<file path="config.mk">
export PLATFORM = sky130hd
export DESIGN_NAME = serial_mem_responder
export DESIGN_NICKNAME = d
export VERILOG_FILES = /design/src/rtl/serial_mem_responder.sv
export SDC_FILE = /design/constraint.sdc
export NUM_CORES = 2
export LEC_CHECK = 0
export BUFFER_PORTS_ARGS = -buffer_cell sky130_fd_sc_hd__buf_2
export CAP_MARGIN = 10
export CORE_MARGIN = 1.5
export CORE_UTILIZATION = 50
export CTS_CLUSTER_DIAMETER = 100
export DETAILED_ROUTE_END_ITERATION = 10
export PLACE_DENSITY = 0.62
export SLEW_MARGIN = 30
export SYNTH_ARGS = -nofsm -noshare
export SYNTH_HDL_FRONTEND = slang
export SYNTH_SLANG_ARGS = --single-unit
export TNS_END_PERCENT = 5
</file>
<file path="constraint.sdc">
create_clock -name clk -period 4.7 [get_ports clk]
set_input_delay 0.94 -clock clk [delete_from_list [all_inputs] [get_ports clk]]
set_output_delay 0.94 -clock clk [all_outputs]
set_load 0.01 [all_outputs]
</file>
<file path="src/rtl/serial_mem_responder.sv">
// serial_mem_responder: serial-port memory model that answers CPU read/write messages with queued read replies
// Ports: clk, rst_n (async active-low); tx_pins/tx_fetch/tx_jump in from the CPU;
// rx_pins reply lane, queue_level pending reads, overflow and proto_error sticky flags.
// Optional macro SERIAL_MEM_FETCH_STATS_EN adds fetch_count/jump_count outputs.
module serial_mem_responder #(
  parameter int IO_BITS         = 2,
  parameter int PAYLOAD_CYCLES  = 8,
  parameter int ADDR_BITS       = 8,
  parameter int MAX_OUTSTANDING = 7,
  parameter int RESPONSE_DELAY  = 2
) (
  input  logic                                   clk,
  input  logic                                   rst_n,
  input  logic [IO_BITS-1:0]                     tx_pins,
  input  logic                                   tx_fetch,
  input  logic                                   tx_jump,
  output logic [IO_BITS-1:0]                     rx_pins,
  output logic [$clog2(MAX_OUTSTANDING+1)-1:0]   queue_level,
  output logic                                   overflow,
  output logic                                   proto_error
`ifdef SERIAL_MEM_FETCH_STATS_EN
  ,
  output logic [15:0]                            fetch_count,
  output logic [15:0]                            jump_count
`endif
);
  localparam int BW = $clog2(PAYLOAD_CYCLES);
  localparam int PW = $clog2(MAX_OUTSTANDING);
  localparam int LW = $clog2(MAX_OUTSTANDING+1);
  localparam int AW = $clog2(RESPONSE_DELAY+1);
  typedef enum logic [1:0] {R_IDLE, R_ADDR, R_WDATA} rx_state_t;
  typedef enum logic [1:0] {T_IDLE, T_START, T_DATA} tx_state_t;
  rx_state_t rx_state_q, rx_state_d;
  tx_state_t tx_state_q, tx_state_d;
  logic [BW-1:0] rx_beat_q, rx_beat_d, tx_beat_q, tx_beat_d;
  logic is_write_q, is_write_d, wr_pending_q, wr_pending_d;
  logic [15:0] addr_q, addr_d, data_q, data_d, shift_q, shift_d, word;
  logic [IO_BITS-1:0] rx_pins_q, rx_pins_d;
  logic [PW-1:0] rd_ptr_q, rd_ptr_d, wr_ptr_q, wr_ptr_d;
  logic [LW-1:0] level_q, level_d;
  logic overflow_q, overflow_d, proto_error_q, proto_error_d;
  logic [ADDR_BITS-1:0] qaddr_q [MAX_OUTSTANDING];
  logic [ADDR_BITS-1:0] qaddr_d [MAX_OUTSTANDING];
  logic [AW-1:0] qage_q [MAX_OUTSTANDING];
  logic [AW-1:0] qage_d [MAX_OUTSTANDING];
  logic [ADDR_BITS-1:0] head_addr;
  logic push_req, push, pop;
  logic [15:0] mem [2**ADDR_BITS];
`ifdef SERIAL_MEM_FETCH_STATS_EN
  logic [15:0] fetch_count_q, fetch_count_d, jump_count_q, jump_count_d;
  assign fetch_count = fetch_count_q;
  assign jump_count  = jump_count_q;
`else
  logic unused_flags;
  assign unused_flags = tx_fetch ^ tx_jump;
`endif
  assign rx_pins     = rx_pins_q;
  assign queue_level = level_q;
  assign overflow    = overflow_q;
  assign proto_error = proto_error_q;
  function automatic logic [PW-1:0] nxt(input logic [PW-1:0] p);
    return p == PW'(MAX_OUTSTANDING-1) ? '0 : p + 1'b1;
  endfunction
  always_comb begin
    rx_state_d    = rx_state_q;
    tx_state_d    = tx_state_q;
    rx_beat_d     = rx_beat_q;
    tx_beat_d     = tx_beat_q;
    is_write_d    = is_write_q;
    wr_pending_d  = 1'b0;
    addr_d        = addr_q;
    data_d        = data_q;
    shift_d       = shift_q;
    rx_pins_d     = '0;
    rd_ptr_d      = rd_ptr_q;
    wr_ptr_d      = wr_ptr_q;
    overflow_d    = overflow_q;
    proto_error_d = proto_error_q;
    qaddr_d       = qaddr_q;
    push_req      = 1'b0;
    push          = 1'b0;
    pop           = 1'b0;
`ifdef SERIAL_MEM_FETCH_STATS_EN
    fetch_count_d = fetch_count_q;
    jump_count_d  = jump_count_q;
`endif
    for (int i = 0; i < MAX_OUTSTANDING; i++)
      qage_d[i] = qage_q[i] < AW'(RESPONSE_DELAY) ? qage_q[i] + 1'b1 : qage_q[i];
    head_addr = qaddr_q[rd_ptr_q];
    // a write landing in the same cycle as the reply capture is forwarded
    word = (wr_pending_q && addr_q[ADDR_BITS-1:0] == head_addr) ? data_q : mem[head_addr];
    case (rx_state_q)
      R_IDLE: begin
        rx_beat_d     = '0;
        is_write_d    = tx_pins[1];
        rx_state_d    = (tx_pins == IO_BITS'(1) || tx_pins == IO_BITS'(2)) ? R_ADDR : R_IDLE;
        proto_error_d = proto_error_q | (tx_pins == IO_BITS'(3));
`ifdef SERIAL_MEM_FETCH_STATS_EN
        if (tx_pins == IO_BITS'(1) && tx_fetch) begin
          fetch_count_d = fetch_count_q + 16'd1;
          jump_count_d  = tx_jump ? jump_count_q + 16'd1 : jump_count_q;
        end
`endif
      end
      R_ADDR: begin
        addr_d    = {tx_pins, addr_q[15:IO_BITS]};
        rx_beat_d = rx_beat_q + 1'b1;
        if (rx_beat_q == BW'(PAYLOAD_CYCLES-1)) begin
          rx_beat_d  = '0;
          rx_state_d = is_write_q ? R_WDATA : R_IDLE;
          push_req   = !is_write_q;
        end
      end
      R_WDATA: begin
        data_d    = {tx_pins, data_q[15:IO_BITS]};
        rx_beat_d = rx_beat_q + 1'b1;
        if (rx_beat_q == BW'(PAYLOAD_CYCLES-1)) begin
          rx_beat_d    = '0;
          rx_state_d   = R_IDLE;
          wr_pending_d = 1'b1;
        end
      end
      default: rx_state_d = R_IDLE;
    endcase
    case (tx_state_q)
      T_IDLE: begin
        if (level_q != '0 && qage_q[rd_ptr_q] >= AW'(RESPONSE_DELAY)) begin
          tx_state_d = T_START;
          rx_pins_d  = IO_BITS'(1);
        end
      end
      T_START: begin
        tx_state_d = T_DATA;
        tx_beat_d  = '0;
        rx_pins_d  = word[IO_BITS-1:0];
        shift_d    = word >> IO_BITS;
      end
      T_DATA: begin
        tx_beat_d = tx_beat_q + 1'b1;
        rx_pins_d = shift_q[IO_BITS-1:0];
        shift_d   = shift_q >> IO_BITS;
        if (tx_beat_q == BW'(PAYLOAD_CYCLES-1)) begin
          tx_state_d = T_IDLE;
          tx_beat_d  = '0;
          rx_pins_d  = '0;
          pop        = 1'b1;
        end
      end
      default: tx_state_d = T_IDLE;
    endcase
    // a full queue still accepts a push in the cycle its head is popped
    if (push_req) begin
      overflow_d = overflow_q | (level_q == LW'(MAX_OUTSTANDING) && !pop);
      push       = !(level_q == LW'(MAX_OUTSTANDING) && !pop);
    end
    if (push) begin
      qaddr_d[wr_ptr_q] = addr_d[ADDR_BITS-1:0];
      // the push cycle itself counts toward the reply delay
      qage_d[wr_ptr_q]  = AW'(1);
      wr_ptr_d          = nxt(wr_ptr_q);
    end
    rd_ptr_d = pop ? nxt(rd_ptr_q) : rd_ptr_q;
    level_d  = level_q + LW'(push) - LW'(pop);
  end
  always_ff @(posedge clk or negedge rst_n) begin
    if (!rst_n) begin
      rx_state_q    <= R_IDLE;
      tx_state_q    <= T_IDLE;
      rx_beat_q     <= '0;
      tx_beat_q     <= '0;
      is_write_q    <= 1'b0;
      wr_pending_q  <= 1'b0;
      addr_q        <= '0;
      data_q        <= '0;
      shift_q       <= '0;
      rx_pins_q     <= '0;
      rd_ptr_q      <= '0;
      wr_ptr_q      <= '0;
      level_q       <= '0;
      overflow_q    <= 1'b0;
      proto_error_q <= 1'b0;
      for (int i = 0; i < MAX_OUTSTANDING; i++) begin
        qaddr_q[i] <= '0;
        qage_q[i]  <= '0;
      end
`ifdef SERIAL_MEM_FETCH_STATS_EN
      fetch_count_q <= '0;
      jump_count_q  <= '0;
`endif
    end else begin
      rx_state_q    <= rx_state_d;
      tx_state_q    <= tx_state_d;
      rx_beat_q     <= rx_beat_d;
      tx_beat_q     <= tx_beat_d;
      is_write_q    <= is_write_d;
      wr_pending_q  <= wr_pending_d;
      addr_q        <= addr_d;
      data_q        <= data_d;
      shift_q       <= shift_d;
      rx_pins_q     <= rx_pins_d;
      rd_ptr_q      <= rd_ptr_d;
      wr_ptr_q      <= wr_ptr_d;
      level_q       <= level_d;
      overflow_q    <= overflow_d;
      proto_error_q <= proto_error_d;
      qaddr_q       <= qaddr_d;
      qage_q        <= qage_d;
`ifdef SERIAL_MEM_FETCH_STATS_EN
      fetch_count_q <= fetch_count_d;
      jump_count_q  <= jump_count_d;
`endif
    end
  end
  always_ff @(posedge clk) begin
    if (wr_pending_q) mem[addr_q[ADDR_BITS-1:0]] <= data_q;
  end
endmodule
</file>
---- After elaboration in Yosys (flattened, before gate mapping) ----
Memories as Yosys holds them, arrays and structs flattened.
Cells that the tools add are included.
storage, ports and cells
  memories kept ........................... 1
  logic and storage cells ................. 143
  register bits ........................... 143
  RAM bits ................................ 4096
  bits of input ports ..................... 6
  output and inout bits ................... 7
cells by class
  reductions and logical operators ........ 16
  equality and inequality tests ........... 17
  bitwise gates (word level) .............. 7
  multiplexer cells ....................... 48
  add/subtract/negate cells ............... 13
  $lt $le $gt $ge ......................... 11
memories
  name  words  bits a word  rd ports  clocked after memory_dff  wr ports  RTL line  source
  mem   256    16           1         0                         1         48        logic [15:0] mem [2**ADDR_BITS];
operators with widths
  operator               number
  $bwmux W56             1
  $mux W2                16
  $mux W8                4
  $pmux W16 S2           1
  $bmux W8 S3            1
  $demux W8 S3           1
  $pmux W2 S3            3
  $mux W16               1
  $eq A3 B3 Y1 const B   5
  $add A2 B1 Y2 const B  7
  $lt A2 B2 Y1 const B   7
  $mux W14               1
  $add A3 B1 Y3 const B  4
  $mux W3                4
  $pmux W3 S2            2
  $mux W1                11
  $eq A2 B2 Y1 const B   4
  $eq A8 B8 Y1           1
  $ge A4 B4 Y1 const B   2
  $ne A2 B2 Y1 const B   4
  $not A3 Y4             2
  $and A7 B7 Y7          1
  $not A7 Y7             1
  $or A7 B7 Y7           1
  other kinds (16)       27

---- Longest topological paths before layout ----
  word-level depth ........................ 9
  gate-level depth with buffers ........... 17
  gate-level depth less buffers ........... 13

---- Least setup slack after synthesis ----
Ideal clock, no wire load.
  path kind ............................... register to register
  start ................................... register data_q[4]
  end ..................................... register shift_q[2]
  arrival time ............................ 4.109 ns
  cell stages (with the launch flop) ...... 3
  setup time .............................. 0.108 ns
  path slack .............................. 0.483 ns
  path buffers ............................ 0
  clock period less this slack ............ 4.217 ns
  data required time ...................... 4.592 ns
  cell sequence ........................... dfrtp_1 > o21ai_0 > o41ai_2
on the way
  cells in the longest elaborated chain, start to end .. 2
RTL lines
  element                 RTL line  source
  start, declared         37        logic [15:0] addr_q, addr_d, data_q, data_d, shift_q, shift_d, word;
  start signal, assigned  198       data_q <= data_d;
  $mux W16                91        word = (wr_pending_q && addr_q[ADDR_BITS-1:0] == head_addr) ? data_q : mem[head_addr];
  $pmux W16 S2            125       case (tx_state_q)
  end signal, assigned    199       shift_q <= shift_d;
  end, declared           37
Every way passes these cells. The select of a mux whose other input is x is not followed.
A chain may end at the register's enable or synchronous reset.

---- Worst setup path after layout ----
  start ................................... register rd_ptr_q[1]
  end ..................................... register shift_q[5]
on the way
  cells in the longest elaborated chain, start to end .. 8
  elaborated cells on any way between the ends .. 9
  classes of those cells .................. eq/ne: 1; mux: 5; bitwise: 1; reduce/logical: 1; memory: 1
RTL lines
  element                                                   RTL line  source
  start, declared                                           39        logic [PW-1:0] rd_ptr_q, rd_ptr_d, wr_ptr_q, wr_ptr_d;
  start signal, assigned                                    201       rd_ptr_q <= rd_ptr_d;
  $not A3 Y4 (implied by the code) (*)                      89        head_addr = qaddr_q[rd_ptr_q];
  $bmux W8 S3 (*)                                           89
  $mux W8 (implied by the code) (*) (2 in a row)            89
  branches (longest 2 deep; another with $mem_v2 Z256 W16)  --
  $mux W16 (*)                                              91
  $pmux W16 S2 (*)                                          125
Mark *: on every way between the ends. The select of a mux whose other input is x is not followed.

==> results.cfg <==
[run_status]
outcome = finished clean

[routing]
drtAntennaViolNets = 0
routed_wl_um = 489000
drt_iter0_markers = 14200
wl_per_cell_um = 28.8
viasPerCell = 6.14
dr_total_vias = 104000
drc_errors = 0
drt_pass1_iterations = 8

[global_routing]
gr-total-overflow = 0
grt_pass1_wl_um = 700000
antenna_found_initial = 26
grt.total_usage_pct = 28.8
grt_pass1_vias = 98900
grt_max_degree = 158

[synth]
synth_edf_count = 4096
yosysWarnings = 0
async_flop_share_pct = 3.33
avgSynthCellArea_um2 = 14.1
synth_area_mm2 = 0.166
synth_top_flop_cell = edfxtp_1
synth_cell_types = 71
synth_seq_cells = 4237
synth_top_cell_by_area = edfxtp_1
synth_nets = 11800
yosys-top-cells-area = edfxtp_1 74%, nand2_1 7.4%, nand3_1 3.2%
ys_seq_area_share_pct = 76.3
synth_top_cell_area_share_pct = 74.1
syn_inst = 11700

[sta]
finalCritPeriodShare_pct = 98.5
holdWs_ns = 0.000596
worst_slew_pin_slew_ns = 1.12
hold_violations = 0
min_period_ns = 4.63
fin_skew_ns = 0.0881
relSlewSlack_pct = 25.1
finalSetupViolations = 0
clock.fmax_mhz = 216
slew_viol_final = 0

[clocking]
clk_pin_slew_worst_paths_ns = 0.06
clock_path_buffers = 4
cts_tree = done
cts_made_buffers = 426
cts.sinks = 4237
clk_latency_ns = 0.99
htree_num_levels = 5
cts-root-buf = clkbuf_16

[finish]
fillers = 25200
layout-area-overhead-vs-synth_pct = 14.6
drive_above_1_share_pct = 13.3
nets = 12300
final_common_cell = edfxtp_1
final_cell_mix = 4096 x edfxtp_1, 3254 x nand2_1, 1037 x nand3_1

[die]
initial_utilization_pct = 50.2
coreArea_mm2 = 0.330
fp.dieW_um = 579
die_height_um = 579
ios = 13
fp-row-count = 211
dieArea_mm2 = 0.335

[power]
p_leak_nw = 67.3
ir_worst_vdd_uv = 419
power.density_mw_per_mm2 = 408
power.total_w = 0.0775

[worst_setup_path]
endpoint_kind = flip-flop
cp.arrival_ns = 5.47
crit_required_ns = 5.54
cp-startpoint = rd_ptr_q[1]
worstSetupPathType = reg -> reg
path_max_fanout = 14
r2r-start = rd_ptr_q[1]
start_kind = flip-flop

[min_path]
hold_path.class = in -> async

[placed_design]
dp_hpwl_um = 293000
gp_congestion = 0.910
numPortBuffers = 10

[flow_run]
cap_viol_max_count = 0
Yosys cell counts, drive strengths merged, types with 5 or more instances:
cell    number
a32oi      478
nor4        39
nand3     1054
xor2         5
nand2     3260
nand2b      10
mux4        10
dfrtp      141
o41ai       11
nor3        14
a22oi        5
a311oi      20
o31ai        7
edfxtp    4096
clkbuf     214
nand4      292
and3        71
a31oi      374
buf        555
mux2i      494
inv         40
a21oi       57
ha          22
o21ai       71
mux2        28
nor2b       17
nor2       302
timing repair:
item / CTS / global route
resized for setup: 3 / 6
hold buffers: 0 / 0
pin swaps: 1 / 2
endpoints found under the setup margin: 3 / 14
setup buffers: 3 / 8
cloned: 1 / 1
critical path, cell delays in order (launching register included):
cell and delay (ns):
dfrtp_2 0.51, and2b_1 0.29, o2bb2ai_1 0.21, o31ai_4 0.93, nand2_2 0.69, buf_12 0.37, a31oi_1 0.37, nor4_2 0.10
buf_4 0.20, buf_4 0.14, a21oi_1 0.45, o41ai_2 0.17
logic make-up (layout without fill, tap and decap cells):
family | after synthesis | after routing | share of synthesized area [%]
fa+ha+maj | 23 | 23 | 0.178
xor+xnor | 9 | 9 | 0.0475
flops | 4237 | 4237 | 76.3
mux | 532 | 532 | 3.31
buf+inv | 810 | 1690 | 2.39
compound gates | 1056 | 1056 | 4.79
simple gates | 5081 | 5083 | 13.0
other cells | 0 | 7 | 0
power by group:
part / leakage [nW] / internal (W) / switching, W
clock network: 6.73 / 0.0195 / 0.0143
logic: 11.1 / 0.000649 / 0.00186
registers: 49.4 / 0.0410 / 0.000245
routing by layer:
| layer | up-vias | part of all wire (%) | GRT usage [%] |
|---|---|---|---|
| met5 | - | 0.010 | 0 |
| met4 | 8 | 4.5 | 11.9 |
| met3 | 945 | 10 | 5.55 |
| met2 | 5451 | 45 | 43.8 |
| met1 | 52900 | 40 | 41.0 |
| li1 | 45100 | - | - |
metrics by stage:
step | instance area (µm²) | setup WS, ns | setup TNS, ns | instances | util (%)
after floorplan | 166000 | 0.483 | 0 | 11700 | -
after global placement | 176000 | -0.639 | -0.709 | 16200 | 53.2
after detailed placement | 176000 | -0.0912 | -0.112 | 16200 | 53.2
after CTS | 190000 | 0.00164 | 0 | 17000 | 57.5
after global routing | 190000 | -0.0200 | -0.0200 | 17000 | 57.5
final | 190000 | 0.0718 | 0 | 17000 | 57.6
final cells by class:
| type | instances | area (µm²) | area share, % |
|---|---|---|---|
| sequential | 4237 | 127000 | 66.6 |
| multi-input combinational | 6703 | 35900 | 18.9 |
| clock buffer | 546 | 11400 | 5.99 |
| timing repair buffer | 871 | 8050 | 4.24 |
| tap | 4366 | 5460 | 2.87 |
| clock inverter | 232 | 2480 | 1.31 |
| inverter | 41 | 158 | 0.0829 |
| antenna | 7 | 17.5 | 0.00922 |
final timing paths:
path	depth (start not counted)	slack, ns	endpoint
max reg2reg	11	0.07	shift_q[5]
min in group clk	2	0.26	data_q[14]
max in group asynchronous	2	3.55	data_q[13]
max	11	0.07	shift_q[5]
min reg2reg	1	0.47	overflow
min	1	0.0006	data_q[14]
sequential cells by signal (all words and copies together), names as in the netlist, 2 cells and up:
| register | flops |
|---|---|
| rd_ptr_q | 3 |
| shift_q | 14 |
| qage_q | 14 |
| tx_beat_q | 3 |
| rx_state_q | 2 |
| addr_q | 16 |
| tx_state_q | 2 |
| wr_ptr_q | 3 |
| mem | 4096 |
| queue_level | 3 |
| rx_pins | 2 |
| qaddr_q | 56 |
| rx_beat_q | 3 |
| data_q | 16 |
No activity file was read; power rests on OpenSTA's default activity.
